===== src/rtl/program_loader_pkg.sv =====
`default_nettype none
// ============================================================================
//  Module   : program_loader_pkg
//  Purpose  : Shared types and constants for the program loader.
//             state_t        - loader FSM states
//             BYTES_PER_WORD - stream bytes per instruction word
//             LEN_W          - width of the stream length header
//  Revision : 1.0 - initial release
// ============================================================================
package program_loader_pkg;

  typedef enum logic [2:0] {
    IDLE   = 3'd0,
    LEN_HI = 3'd1,
    LEN_LO = 3'd2,
    BYTES  = 3'd3,
    WRITE  = 3'd4,
    DONE   = 3'd5,
    ERR    = 3'd6
  } state_t;

  localparam int BYTES_PER_WORD = 4;
  localparam int LEN_W          = 16;

endpackage
`default_nettype wire


===== src/rtl/program_loader_byte_assembler.sv =====
`default_nettype none
// ============================================================================
//  Module   : program_loader_byte_assembler
//  Purpose  : Collects stream bytes MSB-first into one instruction word.
//  Ports    : clk      - system clock
//             reset    - asynchronous active-low reset
//             shift_i  - accept byte_i this cycle
//             clear_i  - restart the byte count (word data is kept)
//             byte_i   - incoming stream byte
//             word_o   - assembled word (registered)
//             last_o   - full flag lookahead: the next accepted byte
//                        completes the word
//  Revision : 1.0 - initial release
// ============================================================================
module program_loader_byte_assembler
  import program_loader_pkg::*;
#(
  parameter int n = 32
) (
  input  logic         clk,
  input  logic         reset,
  input  logic         shift_i,
  input  logic         clear_i,
  input  logic [7:0]   byte_i,
  output logic [n-1:0] word_o,
  output logic         last_o
);

  logic [n-1:0] word_q;
  logic [1:0]   cnt_q;

  always_ff @(posedge clk or negedge reset) begin
    if (!reset) begin
      word_q <= '0;
      cnt_q  <= '0;
    end else if (clear_i) begin
      cnt_q  <= '0;
    end else if (shift_i) begin
      word_q <= {word_q[n-9:0], byte_i};
      cnt_q  <= cnt_q + 2'd1;
    end
  end

  assign word_o = word_q;
  assign last_o = (cnt_q == 2'(BYTES_PER_WORD - 1));

endmodule
`default_nettype wire


===== src/rtl/program_loader.sv =====
`default_nettype none
// ============================================================================
//  Module   : program_loader
//  Purpose  : Loads a program image from a byte stream into instruction
//             memory, holding the CPU in reset until the image is complete.
//             Stream: 16-bit big-endian word count, then the words MSB first.
//  Ports    : clk, reset (async, active-low)
//             start              - pulse to begin / restart a load
//             in_valid, in_data  - byte source
//             in_ready           - byte accepted when in_valid & in_ready
//             imem_we/addr/wdata - instruction memory write port
//             cpu_reset          - held high except when DONE
//             done, error        - load complete / length over capacity
//  Revision : 1.0 - initial release
// ============================================================================
module program_loader
  import program_loader_pkg::*;
#(
  parameter int n      = 32,
  parameter int ADDR_W = 6
) (
  input  logic              clk,
  input  logic              reset,
  input  logic              start,
  input  logic              in_valid,
  input  logic [7:0]        in_data,
  output logic              in_ready,
  output logic              imem_we,
  output logic [ADDR_W-1:0] imem_addr,
  output logic [n-1:0]      imem_wdata,
  output logic              cpu_reset,
  output logic              done,
  output logic              error
);

  localparam logic [LEN_W-1:0] CAPACITY = LEN_W'(2 ** ADDR_W);

  state_t              state_q, state_d;
  logic [7:0]          len_hi_q, len_hi_d;
  logic [LEN_W-1:0]    len_q, len_d;
  logic [LEN_W-1:0]    len_new;
  logic [ADDR_W-1:0]   word_idx_q, word_idx_d;
  logic                in_ready_q, imem_we_q, cpu_reset_q, done_q, error_q;
  logic                xfer, asm_shift, asm_clear, asm_last;
  logic [n-1:0]        asm_word;

  assign xfer      = in_valid && in_ready_q;
  assign asm_shift = xfer && (state_q == BYTES);
  assign len_new   = {len_hi_q, in_data};

  program_loader_byte_assembler #(.n(n)) u_asm (
    .clk     (clk),
    .reset   (reset),
    .shift_i (asm_shift),
    .clear_i (asm_clear),
    .byte_i  (in_data),
    .word_o  (asm_word),
    .last_o  (asm_last)
  );

  always_comb begin
    state_d    = state_q;
    len_hi_d   = len_hi_q;
    len_d      = len_q;
    word_idx_d = word_idx_q;
    asm_clear  = 1'b0;
    case (state_q)
      IDLE, DONE, ERR: begin
        if (start) begin
          state_d    = LEN_HI;
          word_idx_d = '0;
          asm_clear  = 1'b1;
        end
      end
      LEN_HI: begin
        if (xfer) begin
          len_hi_d = in_data;
          state_d  = LEN_LO;
        end
      end
      LEN_LO: begin
        if (xfer) begin
          len_d      = len_new;
          word_idx_d = '0;
          asm_clear  = 1'b1;
          if (len_new == '0)           state_d = DONE;
          else if (len_new > CAPACITY) state_d = ERR;
          else                         state_d = BYTES;
        end
      end
      BYTES: begin
        if (xfer && asm_last) state_d = WRITE;
      end
      WRITE: begin
        asm_clear = 1'b1;
        // The final word leaves the address parked on the last location
        // rather than wrapping back to zero when the image fills imem.
        if (LEN_W'(word_idx_q) == len_q - LEN_W'(1)) begin
          state_d = DONE;
        end else begin
          word_idx_d = word_idx_q + ADDR_W'(1);
          state_d    = BYTES;
        end
      end
      default: state_d = IDLE;
    endcase
  end

  always_ff @(posedge clk or negedge reset) begin
    if (!reset) begin
      state_q     <= IDLE;
      len_hi_q    <= '0;
      len_q       <= '0;
      word_idx_q  <= '0;
      in_ready_q  <= 1'b0;
      imem_we_q   <= 1'b0;
      cpu_reset_q <= 1'b1;
      done_q      <= 1'b0;
      error_q     <= 1'b0;
    end else begin
      state_q     <= state_d;
      len_hi_q    <= len_hi_d;
      len_q       <= len_d;
      word_idx_q  <= word_idx_d;
      // Outputs are decoded from the next state so they are registered
      // yet line up with the state they describe.
      in_ready_q  <= (state_d == LEN_HI) || (state_d == LEN_LO) || (state_d == BYTES);
      imem_we_q   <= (state_d == WRITE);
      cpu_reset_q <= (state_d != DONE);
      done_q      <= (state_d == DONE);
      error_q     <= (state_d == ERR);
    end
  end

  assign in_ready   = in_ready_q;
  assign imem_we    = imem_we_q;
  assign imem_addr  = word_idx_q;
  assign imem_wdata = asm_word;
  assign cpu_reset  = cpu_reset_q;
  assign done       = done_q;
  assign error      = error_q;

endmodule
`default_nettype wire


===== config.mk =====
export PLATFORM = sky130hd
export DESIGN_NAME = program_loader
export DESIGN_NICKNAME = d
export VERILOG_FILES = /design/src/rtl/program_loader_pkg.sv /design/src/rtl/program_loader_byte_assembler.sv /design/src/rtl/program_loader.sv
export SDC_FILE = /design/constraint.sdc
export NUM_CORES = 1
export LEC_CHECK = 0
export CAP_MARGIN = 20
export CORE_UTILIZATION = 57
export CTS_CLUSTER_DIAMETER = 80
export DETAILED_ROUTE_END_ITERATION = 6
export GPL_ROUTABILITY_DRIVEN = 0
export PLACE_DENSITY_LB_ADDON = 0.3
export SLEW_MARGIN = 20
export SYNTH_ARGS = -nofsm -noshare
export SYNTH_HDL_FRONTEND = slang
export SYNTH_SLANG_ARGS = --single-unit

===== constraint.sdc =====
create_clock -name clk -period 7 [get_ports clk]
set_clock_uncertainty 0.05 [all_clocks]
set_input_delay 1.75 -clock clk [delete_from_list [all_inputs] [get_ports clk]]
set_output_delay 1.75 -clock clk [all_outputs]
set_load 0.02 [all_outputs]

; ---- Yosys cells after proc, flatten, opt, wreduce, memory -nomap -nowiden
; Cells that the tools add are included.
[totals]
ff_bits = 72
input_bits = 12
word_cells = 65
[classes]
add_sub_neg = 3
order_cmp = 1
eq_ne = 18
muxes = 17
bitwise = 1
reduce_logical = 14
[op_table]
columns = cell, count
row1 = $mux W3, 7
row2 = $eq A3 B3 Y1 const B, 6
row3 = $mux W6, 3
row4 = $pmux W6 S3, 1
row5 = $eq A6 B16 Y1, 1
row6 = $gt A16 B7 Y1 const B, 1
row7 = $logic_not A16 Y1, 1
row8 = $sub A16 B1 Y16 const B, 1
row9 = $pmux W3 S5, 1
row10 = $eq A3 B2 Y1 const B, 4
row11 = $add A6 B1 Y6 const B, 1
row12 = $eq A3 B1 Y1 const B, 2
row13 = $ne A2 B2 Y1 const B, 3
row14 = $reduce_and A2 Y1, 3
row15 = $mux W2, 2
row16 = $reduce_and A4 Y1, 1
row17 = $logic_and A1 B1 Y1, 3
row18 = $logic_not A3 Y1, 1
row19 = $ne A3 B3 Y1 const B, 1
row20 = $pmux W1 S3, 1
row21 = $reduce_bool A3 Y1, 1
row22 = $reduce_or A3 Y1, 1
row23 = $add A2 B1 Y2 const B, 1
row24 = $eq A2 B2 Y1 const B, 1
row25 = 4 further kinds, 6

; ---- Longest topological paths before layout
; Gate-level depths: netlist of the first run.
[logic_depth]
ltp_word = 8
mapped_depth = 10
mapped_depth_nobuf = 9

; ---- Hierarchy
; Synthesis of the first run repeated with hierarchy kept, for this count alone.
[hier_totals]
cells_unflattened = 287
area_unflattened_um2 = 3666.0
[by_module_without_submodules]
columns = module, n_inst, cells_each, area_each_um2, seq_area_each_um2
row1 = program_loader, 1, 211, 2218.4, 952.2
row2 = program_loader_byte_assembler, 1, 76, 1447.6, 850.8

; ---- Worst setup path before layout of the first run
; No wires, ideal clock.
[synth_path]
path_kind = in2reg
startpoint = input in_valid
endpoint = register u_asm.word_q[22] (netlist: u_asm.word_o[22])
setup_ps = 125
t_arrival_ps = 2942
required_time_ps = 6825
slack_ps = 3883
stages = 5
n_path_buf = 2
cell_sequence = nand4b_1 or2_2 clkbuf_1 clkbuf_1 mux2_2
[synth_between]
elab_chain_len = 5
word_cells_on_any_way = 6
[synth_lines]
columns = element, line
row1 = from (decl), program_loader.sv:25  ; input logic in_valid,
row2 = $logic_and A1 B1 Y1 *, program_loader.sv:47  ; assign xfer = in_valid && in_ready_q;
row3 = $mux W1, program_loader.sv:82  ; if (xfer) begin
row4 = $pmux W1 S3, program_loader.sv:67  ; case (state_q)
row5 = $not A1 Y1 (no source line), -
row6 = $reduce_and A2 Y1 (no source line) *, -
row7 = to (signal assigned), program_loader_byte_assembler.sv:39  ; word_q <= {word_q[n-9:0], byte_i};
row8 = to (decl), program_loader_byte_assembler.sv:29  ; logic [n-1:0] word_q;
; Mark *: on every way between the ends. The rest lies on a longest branch, timed or not.
; A chain may end at the register's enable or synchronous reset.

; ---- Worst setup path after layout of the first run
[layout_path]
startpoint = input in_data[5]
endpoint = register in_ready_q (netlist: in_ready)
[layout_between]
elab_chain_len = 8
word_cells_on_any_way = 11
[layout_lines]
columns = element, line
row1 = from (decl), program_loader.sv:26  ; input logic [7:0] in_data,
row2 = $gt A16 B7 Y1, program_loader.sv:87  ; else if (len_new > CAPACITY) state_d = ERR;
row3 = $mux W3, program_loader.sv:87
row4 = $mux W3 *, program_loader.sv:86  ; if (len_new == '0) state_d = DONE;
row5 = $mux W3 *, program_loader.sv:82
row6 = $pmux W3 S5 *, program_loader.sv:67
row7 = net state_d[2], program_loader.sv:38  ; state_t state_q, state_d;
row8 = $eq A3 B1 Y1 / $eq A3 B2 Y1 (equally long branches), program_loader.sv:127  ; in_ready_q <= (state_d == LEN_HI) || (state_d == LEN_LO) || (state_d == BYTES);
row9 = $logic_or A1 B1 Y1, program_loader.sv:127
row10 = $logic_or A1 B1 Y1 *, program_loader.sv:127
row11 = to (signal assigned), program_loader.sv:127
row12 = to (decl), program_loader.sv:43  ; logic in_ready_q, imem_we_q, cpu_reset_q, done_q, error_q;
; The timed path passes the listed nets; every way through them passes the cells marked *.

==> flow_summary.yaml, run 1 <==
final_layout:
  regArea_um2: 1803
  final_util_pct: 73.83
  diodes: 0
  area_delta_synth_final_pct: 23.33
  fill_cells: 405
  nets: 354
  layout-drive-gt1-share_pct: 24.42
  multiInputGateArea_um2: 1446
critical_path:
  worstPathMaxFanout: 4
  cpMostUsedCell: "a21oi_1"
  critPathCaptureType: "flop"
  worstPathRequired_ps: 7200
  critPathLaunchType: "input port"
  cpPeakStageDelay_ps: 560
  critPathArrivalTime_ps: 3730
  critical_path_buf_inv_count: 1
  crit_type: "in -> reg"
  crit_chain: "clkdlybuf4s50_1 > nor4_1 > nand3_1 > a21oi_1 > o22ai_1 > a41oi_1 > a31oi_1 > a21oi_1"
  crit_family: "compound AO/OA/AOI/OAI gates"
  cp_slowest_cell: "nor4_1"
timing:
  slew_headroom_pct: 27.95
  hold_viol: 0
  hold-worst-slack_ps: 455.4
  period_needed_ps: 3525
  tightest_slew_ps: 1072
  timing.fmax_mhz: 283.7
  finalCritPeriodShare_pct: 50.36
  grt_setup_unrepaired: "no"
  timing.final.ws_setup_ps: 3475
  setup_tns_ps: 0
  final-setup-viol-count: 0
  drv_slew: 0
floorplanning:
  start_util_pct: 59.86
  core_area_um2: 5608
  die-height_um: 78.74
  fp.dieW_um: 78.74
  boundaryPins: 55
  die_area_um2: 6200
  rows: 27
logic_synthesis:
  synthFlopType: "dfrtp_1"
  synth-seq-cells: 72
  ys_types: 51
  synth_top_area_share_pct: 52.93
  synth_nets: 299
  synth_cells: 284
  syn_area_um2: 3357
  yosys.area.top_type: "dfrtp_1"
  async_flop_share_pct: 100.0
  yosys_warnings: 0
  yosys-top-cells-area: "dfrtp_1 (53%), mux2_2 (17%), nand2_1 (2.1%)"
  synth_enable_flop_cells: 0
  ys_seq_area_share_pct: 53.71
  synth.avg_cell_area_um2: 11.82
placed_design:
  dp_slack_ps: 3179
  portBuffers: 54
  dp_hpwl_um: 4682
route:
  avgRoutedWirePerCell_um: 16.70
  via_per_inst: 5.909
  initialDrtViolationCount: 169
  ant_nets: 0
  drt_first_pass_iters: 4
  remaining_drc_errors: 0
  dr_total_vias: 2458
  wirelength_um: 6949
cts:
  cts_hold_buf: 0
  h-tree-depth: 3
  cts_setup_buffers: 0
  cts.sinks: 72
  cts_buffer_depth: 2
  tritoncts: "yes"
  post_cts_resized: 0
  cts_root_buf: "clkbuf_8"
  cts_buffers: 9
  clock_latency_ps: 330
  clk_pin_slew_ps: 80
status:
  status: "finished, final reports clean"
global_routing:
  antenna_found_initial: 0
  grt_pass1_vias: 2380
  grt_pass1_wl_um: 11810
  grt-ovfl-total: 0
  grt.total_usage_pct: 25.29
  grt_max_degree: 73
power_and_ir_drop:
  leakage_nw: 1.745
  power.density_nw_per_um2: 457.2
  worst_ir_drop_vdd_v: 0.0003195
flow_run:
  max-cap-violations: 0
min_path:
  hold_class: "reg -> reg"
## through the flow
stage          cells  power (mW)  area, um^2
2_1_floorplan    284       1.253        3357
3_3_place_gp     400       1.546        3941
3_5_place_dp     400       1.579        3941
4_1_cts          416       1.900        4135
5_1_grt          416       2.010        4140
6_report         416       1.893        4140
## area by class of cell
| type | instances | area share [%] |
|---|---|---|
| Sequential cell | 72 | 43.55 |
| Timing Repair Buffer | 56 | 13.30 |
| Clock buffer | 13 | 4.080 |
| Inverter | 15 | 1.360 |
| Clock inverter | 3 | 0.6044 |
| Tap cell | 72 | 2.176 |
| Multi-Input combinational cell | 185 | 34.94 |
## path summary, 6_finish.rpt
check,start,to,slack (ps),cells past startpoint
max,in_data[5],in_ready$_DFF_PN0_,3480,8
min,u_asm.word_o[28]$_DFFE_PN0P_,u_asm.word_o[28]$_DFFE_PN0P_,460,1
max reg2reg,len_q[0]$_DFFE_PN0P_,imem_addr[5]$_DFFE_PN0P_,4410,8
min reg2reg,u_asm.word_o[28]$_DFFE_PN0P_,u_asm.word_o[28]$_DFFE_PN0P_,460,1
max in group asynchronous,reset,len_hi_q[7]$_DFFE_PN0P_,4760,2
min in group asynchronous,reset,u_asm.word_o[31]$_DFFE_PN0P_,1570,2
## state kept, by name, indices dropped and copies added (netlist names)
register	flops
state_q	3
cpu_reset	1
u_asm.word_o	32
len_hi_q	8
imem_addr	6
in_ready	1
len_q	16
done	1
error	1
u_asm.cnt_q	2
imem_we	1
## cells in the mapped netlist (2+ instances only)
cell type	number
or3_1	2
o211ai_1	2
nor4_2	2
and2_1	3
mux2i_1	2
nand3_1	8
o31ai_2	2
dfrtp_1	71
nand2b_1	2
ha_1	3
o21ai_1	3
buf_2	3
a31oi_1	3
o21ai_0	7
o311ai_0	2
nand4_1	6
nor2b_1	2
nor3_2	3
a21oi_1	12
xor2_1	3
xnor2_1	4
nand2_1	19
clkbuf_1	8
mux2_2	52
o22ai_1	2
inv_1	15
nor4_1	5
nor2_1	12
nor3_1	4
## worst reg2reg max path, delay by kind of cell (launching register included)
kind                       cells  cell delay, ps
and+or+nand+nor                4            1070
AOI/OAI and AO/OA              2             540
DFF                            1             440
adders and majority gates      1             300
buffers and inverters          1             100
## placed cells by master (no fill, tap or decap), types with 2 or more instances in the layout
cell type,netlist,final
inv_1,15,15
o21ai_1,3,3
a31oi_1,3,3
nor2_1,12,12
nand2_1,19,19
xor2_1,3,3
nand4_1,6,6
nor3_1,4,3
mux2i_1,2,2
o211ai_1,2,2
and2_1,3,3
nand3_1,8,8
nor2b_1,2,2
a21oi_1,12,12
clkdlybuf4s50_1,0,53
nand2b_1,2,2
nor4_1,5,5
o31ai_2,2,2
o311ai_0,2,2
o21ai_0,7,7
xnor2_1,4,4
clkinv_4,0,2
or3_1,2,2
clkbuf_8,0,12
o22ai_1,2,2
nor4_2,2,2
buf_4,0,2
dfrtp_1,71,71
ha_1,3,3
mux2_2,52,52
nor3_2,3,4
## logic make-up (layout without fill, tap and decap cells)
group / Yosys count / after routing / synth area share [%]
compound gates: 45 / 45 / 9.132
flops: 72 / 72 / 53.71
xor+xnor: 7 / 7 / 1.826
simple gates: 76 / 76 / 12.82
buf+inv: 27 / 87 / 3.354
fa+ha+maj: 3 / 3 / 1.118
mux: 54 / 54 / 18.04
## metal layers
metal | vias to the layer above | global-route usage [%] | routed length (um)
li1 | 1139 | - | -
met1 | 1257 | 34.27 | 3161
met2 | 58 | 40.78 | 3482
met3 | 4 | 5.977 | 267
met4 | 0 | 7.222 | 38
met5 | - | 0 | 0
## power breakdown
part | switching, mW | total [mW] | internal, mW
sequential | 0.180 | 0.779 | 0.599
clock | 0.153 | 0.312 | 0.159
combinational | 0.391 | 0.802 | 0.410
Note: power is estimated with default switching activity, not from simulation.
==> inputs of run 2 (changes only) <==
- CORE_UTILIZATION: 57 -> 48
- clock period: 7 -> 2.9 ns (I/O delays scaled with it)
==> run 2 against run 1 <==
- critical path type is now reg -> reg
- cell area is 2.6% higher
- worst hold slack worse by 160 ps
- setup slack worse by 3100 ps
==> flow_summary.yaml, run 2 (synthesized netlist as in run 1, its figures left out) <==
route:
  drt_first_pass_iters: 4
  initialDrtViolationCount: 125
  dr_total_vias: 2422
  ant_nets: 0
  wirelength_um: 6986
  remaining_drc_errors: 0
  via_per_inst: 5.594
  avgRoutedWirePerCell_um: 16.13
critical_path:
  critPathLaunchType: "flop"
  worstPathRequired_ps: 3110
  worstPathMaxFanout: 11
  crit_type: "reg -> reg"
  critPathCaptureType: "flop"
  critPathArrivalTime_ps: 2780
cts:
  h-tree-depth: 3
  cts_setup_buffers: 0
  clk_pin_slew_ps: 90
  tritoncts: "yes"
  cts_buffers: 9
  cts_root_buf: "clkbuf_8"
  cts_buffer_depth: 2
  cts.sinks: 72
  post_cts_resized: 0
  cts_hold_buf: 0
  clock_latency_ps: 350
timing:
  hold_viol: 0
  period_needed_ps: 2573
  setup_tns_ps: 0
  tightest_slew_ps: 555.1
  final-setup-viol-count: 0
  drv_slew: 0
  finalCritPeriodShare_pct: 88.71
  timing.fmax_mhz: 388.7
  slew_headroom_pct: 62.65
  grt_setup_unrepaired: "no"
final_layout:
  final_area_um2: 4247
  final_common_cell: "dfrtp_1"
  largest_reg_flops: 32
  final_util_pct: 62.85
  layout_common_cells: "dfrtp_1 (71), clkdlybuf4s50_1 (53), mux2_2 (52), nand2_1 (19), inv_1 (15)"
  layout-drive-gt1-share_pct: 26.35
  nets: 363
  fin_cells: 433
  area_delta_synth_final_pct: 26.50
  diodes: 0
floorplanning:
  start_util_pct: 49.69
  die-height_um: 85.63
  core_area_um2: 6756
  fp.dieW_um: 85.63
  rows: 30
  die_area_um2: 7333
  boundaryPins: 55
global_routing:
  grtUsageMet3_pct: 4.042
  use_met2_pct: 32.00
  grt_max_degree: 34
  antenna_found_initial: 0
  busiest_layer: "met2"
  grt-ovfl-total: 0
  grt_pass1_vias: 2363
  grt.met1_usage_pct: 29.64
  grt.total_usage_pct: 21.04
  grt_pass1_wl_um: 11870
placed_design:
  dp.cells: 417
  dp_hpwl_um: 5002
  portBuffers: 54
  dpl_cell_area_um2: 4044
status:
  status: "finished, final reports clean"
power_and_ir_drop:
  leakage_nw: 1.807
  worst_ir_drop_vdd_v: 0.0007433
  power.density_nw_per_um2: 1090
  p_total_mw: 4.629
min_path:
  hold_class: "in -> async"
flow_run:
  max-cap-violations: 0
==> run 2: cell count changes in the layout (fill, tap and decap cells not counted), sizes merged <==
cell / change
buf: +9
bufinv: +1
clkbuf: -4
clkinv: +1
clkinvlp: -1
inv: +3
==> run 2: routing by layer <==
layer  routed length [um]  vias up  share of wire, %
met4                  112        0               1.6
met5                    0        -                 0
li1                     -     1158                 -
met3                  241        8               3.4
met1                 3232     1210                46
met2                 3401       46                49
==> run 2: power breakdown <==
part,total (mW),switching [mW],internal [mW],leakage [nW]
clock,0.819,0.411,0.408,0.105
sequential,1.87,0.426,1.45,0.897
combinational,1.94,0.918,1.02,0.805
==> run 2: final cells by class <==
type	count	area, um^2
Fill cell	550	2510
Sequential cell	72	1803
Multi-Input combinational cell	185	1441
Timing Repair Buffer	65	643.1
Clock buffer	9	123.9
Tap cell	80	100.1
Clock inverter	7	78.83
Inverter	15	56.30
==> run 2: through the flow <==
step | hold slack (ps) | setup slack, ps
floorplan | 379.4 | 649.8
global placement | 432.7 | 235.7
detailed placement | 442.6 | 163.3
CTS | 304.7 | 329.8
global route | 327.2 | 156.1
finish | 298.1 | 327.4
==> run 2: worst paths after layout <==
kind / startpoint / to / slack, ps / cells after the start
setup / recovery: len_q[0]$_DFFE_PN0P_ / imem_addr[5]$_DFFE_PN0P_ / 330 / 8
hold / removal: reset / u_asm.word_o[18]$_DFFE_PN0P_ / 300 / 1
setup reg to reg: len_q[0]$_DFFE_PN0P_ / imem_addr[5]$_DFFE_PN0P_ / 330 / 8
hold reg to reg: u_asm.word_o[27]$_DFFE_PN0P_ / u_asm.word_o[27]$_DFFE_PN0P_ / 460 / 1
max in group asynchronous: reset / u_asm.word_o[16]$_DFFE_PN0P_ / 1840 / 2
min in group clk: u_asm.word_o[27]$_DFFE_PN0P_ / u_asm.word_o[27]$_DFFE_PN0P_ / 460 / 1
==> run 2: worst max-delay path, stage by stage, from the launching register on <==
cell      delay [ps]
dfrtp_1          440
inv_1            100
ha_1             300
nor4b_2          410
nand3_1          140
a211oi_2         350
nand3_2          270
nor3b_2          250
o31ai_2          170
